<file path="src/rtl/flit_dispatcher_pkg.sv">
// flit_dispatcher_pkg: flit types, dup-table entry, FSM states and the ack-flit builder
package flit_dispatcher_pkg;
  localparam int NODE_W = 4;
  localparam int PKT_W = 8;
  localparam int FNUM_W = 4;
  localparam int PAYLOAD_W = 32;
  typedef logic [NODE_W-1:0] node_id_t;
  typedef struct packed {
    logic is_ack;
    node_id_t src_id;
    node_id_t dst_id;
    node_id_t prev_id;
    node_id_t next_id;
    logic [PKT_W-1:0] packet_id;
    logic [FNUM_W-1:0] flit_num;
    logic [PAYLOAD_W-1:0] payload;
  } flit_t;
  typedef struct packed {
    logic valid;
    node_id_t src_id;
    logic [PKT_W-1:0] packet_id;
    logic [FNUM_W-1:0] flit_num;
  } dup_entry_t;
  typedef enum logic {IDLE, DISPATCH} state_t;
  // hop-by-hop ack goes back to whoever sent us the flit (its prev_id)
  function automatic flit_t make_ack_flit(flit_t h, node_id_t id);
    make_ack_flit = '0;
    make_ack_flit.is_ack = 1'b1;
    make_ack_flit.src_id = id;
    make_ack_flit.prev_id = id;
    make_ack_flit.dst_id = h.prev_id;
    make_ack_flit.next_id = h.prev_id;
    make_ack_flit.packet_id = h.packet_id;
    make_ack_flit.flit_num = h.flit_num;
  endfunction
endpackage

</file>
<file path="src/rtl/flit_dispatcher_dup_filter.sv">
// flit_dispatcher_dup_filter: recent-flit table with combinational hit and FIFO replacement
// Ports: clk, rst; src_id/packet_id/flit_num key of the held flit; wr stores the key; hit flags a match.
module flit_dispatcher_dup_filter
  import flit_dispatcher_pkg::*;
#(
  parameter int DUP_DEPTH = 4
) (
  input  logic clk,
  input  logic rst,
  input  node_id_t src_id,
  input  logic [PKT_W-1:0] packet_id,
  input  logic [FNUM_W-1:0] flit_num,
  input  logic wr,
  output logic hit
);
  localparam int PTR_W = $clog2(DUP_DEPTH);
  dup_entry_t tbl [DUP_DEPTH];
  logic [PTR_W-1:0] ptr;
  always_comb begin
    hit = 1'b0;
    for (int i = 0; i < DUP_DEPTH; i++)
      hit = hit | (tbl[i].valid & tbl[i].src_id == src_id & tbl[i].packet_id == packet_id & tbl[i].flit_num == flit_num);
  end
  always_ff @(posedge clk) begin
    if (rst) begin
      for (int i = 0; i < DUP_DEPTH; i++) tbl[i] <= '0;
      ptr <= '0;
    end else if (wr) begin
      tbl[ptr] <= '{valid: 1'b1, src_id: src_id, packet_id: packet_id, flit_num: flit_num};
      ptr <= ptr + 1'b1;
    end
  end
endmodule

</file>
<file path="src/rtl/flit_dispatcher.sv">
// flit_dispatcher: classifies received flits into ack-received, local delivery, forwarding or drop, and emits hop acks
// Ports: clk, rst, this_node_id; flit_in valid/ready; ack_flit, noc_to_cpu, forwarding valid/ready outputs;
//        ack_received pulse; saturating drop_count and dup_count.
module flit_dispatcher
  import flit_dispatcher_pkg::*;
#(
  parameter int DUP_DEPTH = 4,
  parameter int CNT_W = 16
) (
  input  logic clk,
  input  logic rst,
  input  node_id_t this_node_id,
  input  flit_t flit_in,
  input  logic flit_in_valid,
  output logic flit_in_ready,
  output flit_t ack_flit,
  output logic ack_flit_valid,
  input  logic ack_flit_ready,
  output flit_t noc_to_cpu_flit,
  output logic noc_to_cpu_valid,
  input  logic noc_to_cpu_ready,
  output flit_t forwarding_flit,
  output logic forwarding_valid,
  input  logic forwarding_ready,
  output flit_t ack_received_flit,
  output logic ack_received_valid,
  output logic [CNT_W-1:0] drop_count,
  output logic [CNT_W-1:0] dup_count
);
  state_t state, state_next;
  flit_t h, fwd;
  logic ack_done, deliver_done, hit;
  logic dispatching, for_me, rx_ack, data, dup, deliver_valid, to_cpu;
  logic ack_hs, deliver_hs, done, accept;
  flit_dispatcher_dup_filter #(.DUP_DEPTH(DUP_DEPTH)) u_dup (
    .clk(clk), .rst(rst), .src_id(h.src_id), .packet_id(h.packet_id),
    .flit_num(h.flit_num), .wr(deliver_hs), .hit(hit)
  );
  always_comb begin
    dispatching = state == DISPATCH;
    for_me = h.next_id == this_node_id;
    rx_ack = h.is_ack & for_me;
    data = !h.is_ack & for_me;
    to_cpu = h.dst_id == this_node_id;
    // once delivered, the table holds this flit; deliver_done keeps it from reading as a dup
    dup = data & hit & !deliver_done;
    deliver_valid = dispatching & data & !hit & !deliver_done;
    ack_flit_valid = dispatching & data & !ack_done;
    noc_to_cpu_valid = deliver_valid & to_cpu;
    forwarding_valid = deliver_valid & !to_cpu;
    ack_received_valid = dispatching & rx_ack;
    ack_hs = ack_flit_valid & ack_flit_ready;
    deliver_hs = (noc_to_cpu_valid & noc_to_cpu_ready) | (forwarding_valid & forwarding_ready);
    // non-data cases (ack received, drops) finish in their first dispatch cycle
    done = dispatching & (!data | ((ack_done | ack_hs) & (deliver_done | dup | deliver_hs)));
    flit_in_ready = !dispatching | done;
    accept = flit_in_valid & flit_in_ready;
    state_next = accept ? DISPATCH : done ? IDLE : state;
    fwd = h;
    fwd.prev_id = this_node_id;
    ack_flit = ack_flit_valid ? make_ack_flit(h, this_node_id) : '0;
    noc_to_cpu_flit = noc_to_cpu_valid ? h : '0;
    forwarding_flit = forwarding_valid ? fwd : '0;
    ack_received_flit = ack_received_valid ? h : '0;
  end
  always_ff @(posedge clk) begin
    if (rst) state <= IDLE;
    else state <= state_next;
  end
  always_ff @(posedge clk) begin
    if (rst) begin
      h <= '0;
      ack_done <= 1'b0;
      deliver_done <= 1'b0;
      drop_count <= '0;
      dup_count <= '0;
    end else begin
      if (accept) begin
        h <= flit_in;
        ack_done <= 1'b0;
        deliver_done <= 1'b0;
      end else begin
        ack_done <= ack_done | ack_hs;
        deliver_done <= deliver_done | deliver_hs;
      end
      if (done & !for_me & drop_count != '1) drop_count <= drop_count + 1'b1;
      if (done & dup & dup_count != '1) dup_count <= dup_count + 1'b1;
    end
  end
endmodule

</file>
<file path="config.mk">
export PLATFORM = sky130hd
export DESIGN_NAME = flit_dispatcher
export DESIGN_NICKNAME = d
export VERILOG_FILES = /design/src/rtl/flit_dispatcher_pkg.sv /design/src/rtl/flit_dispatcher_dup_filter.sv /design/src/rtl/flit_dispatcher.sv
export SDC_FILE = /design/constraint.sdc
export NUM_CORES = 1
export LEC_CHECK = 0
export CORE_MARGIN = 2
export CORE_UTILIZATION = 50
export CTS_BUF_LIST = sky130_fd_sc_hd__clkbuf_8
export DETAILED_ROUTE_END_ITERATION = 16
export PLACE_DENSITY = 0.93
export SLEW_MARGIN = 0
export SYNTH_ARGS = -nofsm -noshare
export SYNTH_HDL_FRONTEND = slang
export SYNTH_SLANG_ARGS = --single-unit
export TNS_END_PERCENT = 20
</file>
<file path="constraint.sdc">
create_clock -name clk -period 8.9 [get_ports clk]
set_clock_uncertainty 0.2 [all_clocks]
set_input_delay 1.78 -clock clk [delete_from_list [all_inputs] [get_ports clk]]
set_output_delay 1.78 -clock clk [all_outputs]
set_load 0.005 [all_outputs]
</file>
==> metrics <==
outcome finished, final reports clean; Placed Area 12500 sq um; CP Launch Type input port; post-synth top area share 0.217; hold buffer count at cts 0; Final Util 0.691; setup TNS after final layout 0 ns; postcts setup bufs 0; Mapped Cells 1035; ranking of synthesized cells by area edfxtp_1 (22%), dfxtp_1 (21%), and2_1 (17%); post-synth cell types 50; Worst slew margin 0.241; P_int 1.15 mW; Max Freq 137 MHz; Main synth FF type dfxtp_1; Seq cells post-synth 166; Area Growth Syn to Fin 36.5%; DRC Markers 0; Hold Path Class reg -> reg; post-synth top area cell edfxtp_1; sequential share of power 0.559; Clock Tree Root clkbuf_8; Hold WS 0.292 ns; Max Cap Viol 0; Yosys Warn Count 0; drt pass-1 iters 6; die width 141 um; unrepaired setup endpoints after global routing false; setup ws final 1.60 ns; CP Max Fanout 61; switch share 0.254; CTS HTree Levels 4; CTS resizes 0; initial antenna violation count 0; clock share of power 0.344; layout cells sized above 1 0.0450; row cnt 50; clock sink count 166; critical path endpoint category output port; Num CTS Buffers 17; most frequent cells after synthesis and2_1 (249), nand2_1 (152), dfxtp_1 (98); sequential share of the synthesized area 0.426; Final Setup Violations 0; Initial Util 0.506; CTS tree done; Die ar. 19900 sq um; Worst-Skew Late Latency 0.46 ns; Core Region 18600 sq um; final hold vios 0; Vias/cell 5.24; I/O pin count 352; Reg clk slew, reported paths 0.08 ns; DP Worst Slack 1.70 ns; Placed Cells 1514; vias in the first global route 7804; post-layout net count 1372; Syn Std Cell Area 9410 sq um; CP required 6.92 ns; Tot Pwr 1.55 mW; Final Slew Violations 0; Detailed Place HPWL 20200 um; post-route ant nets 0; first-pass GRT wire length 43400 um; fin cells 1546; maximum vdd ir drop 0.104 mV; area of the multi-input gates 4890 sq um; Logic pwr share 0.098; NetSw 0.393 mW; synthesized area per cell 9.09 sq um; Tmin final 7.30 ns; final WL 28600 um; IO buf count 317; die extent in y 141 um; WS Path Type in -> out; pin count of the biggest net entering global routing 118; sequential cell area 4000 sq um; Async SR Flop Fraction 0; top-count cell post-synth and2_1; P per Cell Area 120 nW/um^2; clock tree buffer depth 2; Design Area, Final 12800 sq um; Static Leak 5.04 nW; Vias 8103; number of synthesized flops with an enable pin 68; wire per inst 18.5 um; Worst EP arrival 5.32 ns; grt ovf 0; # diodes 0; Total GRT Usage 0.281; worst-margin pin slew 1.13 ns; RD Place Congestion 0.930; Final Cycle Share 0.820; 1st-iter DRT viols 580; final-layout fill cell count 1298
area by class of cell:
class                      count  share of cell area
inverter                       6             0.00195
sequential                   166               0.312
timing repair buffer         328               0.253
tap                          234              0.0228
clock buffer                  19              0.0204
clock inverter                13             0.00906
multi-input combinational    780               0.381
kinds of logic (layout without fill, tap and decap cells):
family	count (synthesis)	count (layout)	synth area share
AO/OA/AOI/OAI	40	40	0.0283
XOR/XNOR	86	86	0.0801
adder cells (fa/ha/maj)	2	2	0.00266
buffers and inverters	122	366	0.0707
flip-flops	166	166	0.426
multiplexers	68	68	0.0731
other	1	34	0.000399
AND/OR/NAND/NOR	550	550	0.319
worst max-delay path, stage by stage:
cell and delay [ns]:
clkdlybuf4s50_1 0.61, xnor2_1 0.15, nand4_1 0.29, nor3_1 0.45
nand2b_1 0.29, and3b_2 0.92, and2_1 0.25, clkdlybuf4s50_1 0.52
placed cells by master, fill, tap and decap left out, types with 31 or more instances in the layout:
master           synthesis  layout
clkdlybuf4s50_1          0     317
and2_1                 249     249
nand2_1                152     152
dfxtp_1                 98      98
edfxtp_1                68      68
mux2i_1                 62      62
xor2_1                  55      55
conb_1                   1      34
nor2_1                  33      33
xnor2_1                 31      31
path summary, 6_finish.rpt:
check | endpoint | depth (start not counted) | startpoint | slack, ns
max reg2reg | fwd[32] | 8 | fwd[41] | 4.63
min | h[48] | 2 | h[48] | 0.29
max | forwarding_flit[33] | 8 | this_node_id[0] | 1.60
min reg2reg | h[48] | 2 | h[48] | 0.29
metal layers:
metal  up-vias  global-route usage  wire length (um)  part of all wire
met3        73              0.0883              2270             0.079
met2       344               0.487             14600              0.51
met5         -                   0                 0                 0
li1       3856                   -                 -                 -
met1      3830               0.322             10700              0.38
met4         0               0.117               978             0.034
registers in the layout, indices dropped and copies added (netlist names):
signal,flops
u_dup.tbl,68
fwd,57
drop_count,16
dup_count,16
h,4
u_dup.ptr,2
ack_done,1
deliver_done,1
dispatching,1
power by group through the flow:
stage / Sequential, mW / Combinational, mW / Clock, mW
floorplan: 0.855 / 0.110 / 0
global placement: 0.879 / 0.144 / 0
detailed placement: 0.881 / 0.149 / 0
CTS: 0.864 / 0.151 / 0.534
global route: 0.868 / 0.165 / 0.561
finish: 0.864 / 0.151 / 0.531
No activity file was read; power rests on OpenSTA's default activity.
